File: src/rtl/pin_verifier.sv
// PIN entry and verification controller for a card terminal.
// Collects four BCD keypad digits and compares them with PIN_REF on
// confirm. A correct PIN pulses PIN. A wrong PIN pulses ERR and uses
// up one attempt. Running out of attempts blocks the card until reset.
// Ports:
//   CLK, RST            clock, synchronous active-high reset
//   EN                  card present / session enable
//   KEY_VALID/KEY_DIGIT digit strobe and BCD digit
//   KEY_CLR, KEY_OK     clear entry, confirm entry
//   PIN_REF             stored PIN, first digit in [15:12]
//   PIN, ERR            one-cycle result pulses
//   BLOQ                sticky card-blocked flag
//   TENT                attempts remaining
//   DIG_CNT             digits currently entered (0..4)
module pin_verifier #(
   parameter int MAX_TENT    = 3,
   parameter int TIMEOUT_CYC = 1000
) (
   input  logic        CLK,
   input  logic        RST,
   input  logic        EN,
   input  logic        KEY_VALID,
   input  logic [3:0]  KEY_DIGIT,
   input  logic        KEY_CLR,
   input  logic        KEY_OK,
   input  logic [15:0] PIN_REF,
   output logic        PIN,
   output logic        ERR,
   output logic        BLOQ,
   output logic [1:0]  TENT,
   output logic [2:0]  DIG_CNT
);

   localparam logic [2:0] S_IDLE    = 3'd0;
   localparam logic [2:0] S_ENTRY   = 3'd1;
   localparam logic [2:0] S_CHECK   = 3'd2;
   localparam logic [2:0] S_OK      = 3'd3;
   localparam logic [2:0] S_BLOCKED = 3'd4;

   localparam logic [1:0] TENT_INIT = 2'(MAX_TENT);
   localparam int         TW        = $clog2(TIMEOUT_CYC + 1);
   // Timer holds the number of idle cycles already seen; the
   // TIMEOUT_CYC-th idle cycle is the one that discards the entry.
   localparam logic [TW-1:0] T_LAST = TW'(TIMEOUT_CYC - 1);

   logic [2:0]    state;
   logic [15:0]   entry;
   logic [TW-1:0] timer;

   always_ff @(posedge CLK) begin
      if (RST) begin
         state   <= S_IDLE;
         entry   <= '0;
         DIG_CNT <= '0;
         TENT    <= TENT_INIT;
         PIN     <= 1'b0;
         ERR     <= 1'b0;
         BLOQ    <= 1'b0;
         timer   <= '0;
      end else begin
         PIN <= 1'b0;
         ERR <= 1'b0;
         unique case (state)
            S_IDLE: begin
               timer <= '0;
               if (EN) begin
                  state   <= S_ENTRY;
                  TENT    <= TENT_INIT;
                  entry   <= '0;
                  DIG_CNT <= '0;
               end
            end
            S_ENTRY: begin
               if (!EN) begin
                  state   <= S_IDLE;
                  entry   <= '0;
                  DIG_CNT <= '0;
                  timer   <= '0;
               end else if (KEY_CLR) begin
                  entry   <= '0;
                  DIG_CNT <= '0;
                  timer   <= '0;
               end else if (KEY_OK) begin
                  timer <= '0;
                  if (DIG_CNT == 3'd4) state <= S_CHECK;
               end else if (KEY_VALID) begin
                  timer <= '0;
                  if (KEY_DIGIT <= 4'd9 && DIG_CNT < 3'd4) begin
                     entry   <= {entry[11:0], KEY_DIGIT};
                     DIG_CNT <= DIG_CNT + 3'd1;
                  end
               end else if (timer == T_LAST) begin
                  entry   <= '0;
                  DIG_CNT <= '0;
                  timer   <= '0;
               end else begin
                  timer <= timer + TW'(1);
               end
            end
            S_CHECK: begin
               timer <= '0;
               if (!EN) begin
                  // Card pulled during the compare: no verdict at all.
                  state   <= S_IDLE;
                  entry   <= '0;
                  DIG_CNT <= '0;
               end else if (entry == PIN_REF) begin
                  PIN   <= 1'b1;
                  state <= S_OK;
               end else begin
                  ERR     <= 1'b1;
                  TENT    <= TENT - 2'd1;
                  entry   <= '0;
                  DIG_CNT <= '0;
                  if (TENT == 2'd1) begin
                     state <= S_BLOCKED;
                     BLOQ  <= 1'b1;
                  end else begin
                     state <= S_ENTRY;
                  end
               end
            end
            S_OK: begin
               timer <= '0;
               if (!EN) begin
                  state   <= S_IDLE;
                  entry   <= '0;
                  DIG_CNT <= '0;
               end
            end
            S_BLOCKED: begin
               timer <= '0;
            end
            default: begin
               state <= S_IDLE;
            end
         endcase
      end
   end

endmodule

File: config.mk
export PLATFORM = sky130hd
export DESIGN_NAME = pin_verifier
export DESIGN_NICKNAME = d
export VERILOG_FILES = /design/src/rtl/pin_verifier.sv
export SDC_FILE = /design/constraint.sdc
export NUM_CORES = 1
export LEC_CHECK = 0
export ABC_CLOCK_PERIOD_IN_PS = 2150
export BUFFER_PORTS_ARGS = -buffer_cell sky130_fd_sc_hd__buf_2
export CORE_ASPECT_RATIO = 0.7
export CORE_MARGIN = 2
export CORE_UTILIZATION = 48
export CTS_CLUSTER_SIZE = 14
export DETAILED_ROUTE_END_ITERATION = 8
export GPL_TIMING_DRIVEN = 0
export PLACE_DENSITY = 0.7
export SYNTH_ARGS = -nofsm -noshare
export SYNTH_HDL_FRONTEND = slang
export SYNTH_SLANG_ARGS = --single-unit
File: constraint.sdc
create_clock -name CLK -period 2.15 [get_ports CLK]
set_input_delay 0.215 -clock CLK [delete_from_list [all_inputs] [get_ports CLK]]
set_output_delay 0.215 -clock CLK [all_outputs]
set_load 0.02 [all_outputs]
## After elaboration in Yosys (flattened, before gate mapping)

Index checks and enable logic that the tools add are counted.

| storage, ports and cells | value |
|---|---|
| register bits | 37 |
| bits in latches | 0 |
| RAM bits | 0 |
| bits in read-only memories | 0 |
| bits of input ports | 26 |
| output and inout port bits | 8 |
| word-level logic and storage cells | 90 |
| memories | 0 |

| operators by class | value |
|---|---|
| add/sub/neg operators | 3 |
| multiply operators | 0 |
| div/mod/pow operators | 0 |
| $lt $le $gt $ge | 2 |
| equality and inequality tests | 19 |
| shifts and indexed selects | 0 |
| muxes and demuxes | 43 |
| bitwise gates (word level) | 4 |
| reductions and logical operators | 11 |

Operators by type and width:

| kind | count |
|---|---|
| two-way mux 16 bit | 10 |
| one-hot mux 16 bit (4 select lines) | 1 |
| two-way mux 3 bit | 18 |
| two-way mux 10 bit | 5 |
| one-hot mux 10 bit (2 select lines) | 1 |
| == test 16 bit | 1 |
| one-hot mux 3 bit (5 select lines) | 1 |
| inequality test 3 bit (second input constant) | 4 |
| one-hot mux 3 bit (4 select lines) | 1 |
| adder 10 x 1 -> 10 bit (second input constant) | 1 |
| == test 10 bit (second input constant) | 1 |
| inequality test 5 bit (second input constant) | 2 |
| inequality test 2 bit (second input constant) | 4 |
| AND reduction 4 bit | 2 |
| AND reduction 7 bit | 1 |
| == test 3 x 2 -> 1 bit (second input constant) | 2 |
| == test 3 bit (second input constant) | 2 |
| two-way mux 2 bit | 3 |
| AND reduction 6 bit | 1 |
| <= comparator 4 bit (second input constant) | 1 |
| inequality test 4 bit (second input constant) | 1 |
| NOT 1 bit | 4 |
| one-hot mux 2 bit (2 select lines) | 1 |
| nonzero test 2 bit | 2 |
| 11 further kinds | 12 |

## Longest topological paths before layout

| depth | value |
|---|---|
| word-level depth | 8 |
| depth in mapped cells | 8 |
| mapped depth without buffers | 6 |

## Worst setup path before layout

Ideal clock, no wire load.

| timing path | value |
|---|---|
| path kind | register to register |
| start | register timer[0] |
| end | register entry[10] |
| setup time | 0.118 ns |
| data arrival time | 1.711 ns |
| data required time | 2.032 ns |
| slack | 0.321 ns |
| cell stages (with the launch flop) | 9 |
| buffers on the path | 2 |
| clock period less this slack | 1.829 ns |
| cells stage by stage | dfxtp_1 -> ha_1 -> nand4_1 -> or4_4 -> a21oi_2 -> o21ai_1 -> buf_6 -> buf_12 -> mux2i_1 |

| on the way | value |
|---|---|
| word-level cells in the longest chain between the ends | 3 |

Ends and longest elaborated chain:

| item | RTL line | RTL |
|---|---|---|
| start: declaration | 48 | `logic [TW-1:0] timer;` |
| start signal: assignment | 97 | `timer <= timer + TW'(1);` |
| == test 10 bit | 92 | `end else if (timer == T_LAST) begin` |
| inequality test 5 bit (no line) | n/a |  |
| AND reduction 7 bit (no line) | n/a |  |
| end signal: assignment | 89 | `entry <= {entry[11:0], KEY_DIGIT};` |
| end: declaration | 47 | `logic [15:0] entry;` |

Every way passes these cells.
A chain may end at the register's enable or synchronous reset.

## Final worst setup path

| timing path | value |
|---|---|
| start | register state[2] |
| end | register entry[1] |

| on the way | value |
|---|---|
| word-level cells in the longest chain between the ends | 3 |
| elaborated cells on any way between the ends | 13 |
| those cells by class | eq/ne (9); mux (1); reduce/logical (3) |

Ends and longest elaborated chain:

| item | RTL line | RTL |
|---|---|---|
| start: declaration | 46 | `logic [2:0] state;` |
| start signal: assignment | 52 | `state <= S_IDLE;` |
| start signal: assignment | 67 | `state <= S_ENTRY;` |
| start signal: assignment | 75 | `state <= S_IDLE;` |
| == test 3 x 1 -> 1 bit, or another cell as far along | 63 | `unique case (state)` |
| inequality test 5 bit (no line), or another cell as far along | n/a |  |
| AND reduction 7 bit (no line) | n/a |  |

Several ways; a longest one is shown, not always the timed one.

==> impl_metrics.csv <==
group,metric,value,unit
status,status,"complete, no violations",
floorplanning,coreArea,0.00397,mm2
sta,slew_violations,0,
power,powerDensity,529,mW/mm2
synth,avgSynthCellArea,8.84,um2
synth,syn-num-nets,258,
synth,synthCells,228,
placement,port_buffers,32,
drt,wl,4560,um
worst_setup_path,rr_startpoint,"state[2]",
synth,ys_seq_area_share,36.8,%
floorplanning,start_util,50.7,%
synth,synthFlopType,"dfxtp_1",
sta,rsz0062_at_grt,"false",
min_path,whs_path_depth,3,
worst_setup_path,cp_cell_sequence,"nand4bb_1 > nor4b_4 > buf_4 > clkbuf_1 > nand2_1 > mux2i_1",
clocking,clock_latency,0.29,ns
placement,dpl.hpwl,3330,um
sta,fin_crit_sh,94.4,%
synth,synth_cell_types,45,
sta,finClkSkew,0.00727,ns
sta,fmax,493,MHz
synth,synth-seq-cells,37,
cells_and_area,utilization,60.1,%
clocking,numCtsBuffers,5,
min_path,hold_path.class,"input pin to register",
worst_setup_path,critPathTopFamily,"simple AND/OR/NAND/NOR gates",
min_path,min_to,"entry[0]",
synth,synthArstFlopShare,0,%
worst_setup_path,worstReg2RegEnd,"entry[1]",
power,p_leak,0.962,nW
worst_setup_path,worst-r2r-cell-count,6,
cells_and_area,fillerInstances,360,
synth,synth-edff-count,0,
worst_setup_path,cp-start-kind,"register",
synth,yosysTopAreaCellShare,36.8,%
cells_and_area,multi_input_area,0.00122,mm2
synth,yosys-top-cells-count,"dfxtp_1 (37), nand2_1 (29), nand2b_1 (20)",
drt,drtAntennaViolNets,0,
drt,drt_pass1_iterations,4,
sta,period_minus_slack,2.03,ns
floorplanning,dieHeight,58.2,um
clocking,cts.sink_count,37,
clocking,clock_path_buffers,2,
sta,hold_viol,0,
power,power,0.00126,W
grt,grt_max_degree,11,
grt,grt_overflow,0,
synth,ys.warnings.count,0,
cells_and_area,drive_above_1_share,21.0,%
clocking,htree_num_levels,2,
worst_setup_path,rrSetupSlack,0.12,ns
worst_setup_path,crit_arrival,2.23,ns
flow_run,cap_violations,0,
worst_setup_path,critPathSlowestCell,"dfxtp_1",
synth,synth.area.top_cells,"dfxtp_1 (37%), mux2i_1 (9.4%), xor2_1 (7.4%)",
sta,setup_viol,0,
drt,drt_iter0_drc,118,
drt,wl_per_cell,14.1,um
worst_setup_path,crit_buf_inv,2,
placement,place_area,0.00224,mm2
min_path,min_from,"KEY_DIGIT[0]",
floorplanning,io_pins,34,
cells_and_area,regArea,741,um2
worst_setup_path,required,2.35,ns
drt,drc,0,
cells_and_area,num_antenna_cells,0,
cells_and_area,design_area,0.00238,mm2
floorplanning,die_area,0.00474,mm2
synth,synth.most_common_cell,"dfxtp_1",
grt,grt_usage,20.4,%
synth,synth_top_area_cell,"dfxtp_1",
grt,grt_pass1_vias,1535,
clocking,cts_hold_buf,0,
power,ir_drop,0.377,mV
floorplanning,num_rows,19,
drt,vias,1715,
synth,synthesis.area,0.00201,mm2
clocking,root_buffer,"clkbuf_8",
grt,grt_first_pass_wirelength,7290,um
worst_setup_path,cp_max_fo,10,
worst_setup_path,path_class,"register to register",
grt,antenna_found_initial,0,
sta,worst_pin_slew,0.597,ns
drt,via_per_inst,5.29,
cells_and_area,nets,303,
floorplanning,die_w,81.4,um
clocking,cts_tree,"built",
worst_setup_path,endpoint_kind,"register",
placement,gp_congestion,0.796,
worst_setup_path,crit_path_max_incr_delay,0.38,ns
clocking,path_clk_slew,0.07,ns
sta,slew_headroom,59.9,%
cells_and_area,area_growth,18.4,%
## per-stage QoR
step           setup WS [ns]  hold slack, ns  setup TNS (ns)  instances
3_5_place_dp         -0.0275           0.441         -0.0608        312
2_1_floorplan          0.321           0.354               0        228
5_1_grt               0.0220           0.194               0        324
3_3_place_gp          0.0490           0.442               0        312
4_1_cts               0.0508           0.175               0        318
6_report               0.120           0.181               0        324
## flip-flops by register name (all words and copies together), names as in the netlist
register and flops:
timer 10, TENT 2, PIN 1, state 3, ERR 1, BLOQ 1
entry 16, DIG_CNT 3
## power by group
group | switching [W] | internal [W]
combinational | 0.0000649 | 0.0000592
clock | 0.000237 | 0.000213
sequential | 0.00000126 | 0.000687
## worst reg2reg max path: stages, from the launching register on
cell and delay, ns:
dfxtp_1 0.38, nand4bb_1 0.37, nor4b_4 0.35, buf_4 0.19
clkbuf_1 0.38, nand2_1 0.12, mux2i_1 0.17
## how the worst max path moves through the flow
stage / slack [ns] / end / from / cells after the start
2_1_floorplan: 0.32 / entry[10] / timer[0] / 8
3_3_place_gp: 0.05 / entry[2] / entry[11] / 7
3_5_place_dp: -0.03 / entry[9] / entry[9] / 7
4_1_cts: 0.05 / entry[1] / state[2] / 5
5_1_grt: 0.02 / entry[9] / state[2] / 6
6_report: 0.12 / entry[1] / state[2] / 6
## area by class of cell
type / instances / area share [%]
clock buffers: 5 / 2.89
flip-flops and latches: 37 / 31.1
multi-input cells: 176 / 51.1
inverters: 6 / 0.944
clock inverters: 1 / 0.210
plain buffers: 9 / 2.47
well taps: 52 / 2.73
repair buffers: 38 / 8.60
## per-layer routing
layer / GRT usage, % / vias to the layer above / routed length, um
met2: 28.1 / 44 / 1830
li1: - / 885 / -
met1: 31.1 / 783 / 2460
met3: 5.30 / 3 / 263
met4: 5.81 / 0 / 9
met5: 0 / - / 0
## layout by cell type, fill, tap and decap left out, drive strengths merged, types with 6 or more instances in the layout
master / instances
nand2: 29
nand2b: 20
a21oi: 8
inv: 6
xor2: 17
nor3: 6
nand3: 6
buf: 41
nor2: 16
o21ai: 6
dfxtp: 37
clkbuf: 11
mux2i: 19
## kinds of logic (layout without fill, tap and decap cells)
kind of cell / count (synthesis) / count (layout) / share of synthesized area, %
muxes: 19 / 19 / 9.44
DFF: 37 / 37 / 36.8
AOI/OAI and AO/OA: 27 / 27 / 9.07
xor gates and xnor gates: 21 / 21 / 9.13
buffers and inverters: 15 / 59 / 4.04
adders and majority gates: 4 / 4 / 2.48
and+or+nand+nor: 105 / 105 / 29.1
## repair_timing
action	4_1_cts	5_1_grt
setup endpoints to repair	6	10
buffers inserted	0	6
gates resized for setup	1	4
pin swaps	0	2
Note: power is estimated with default switching activity, not from simulation.
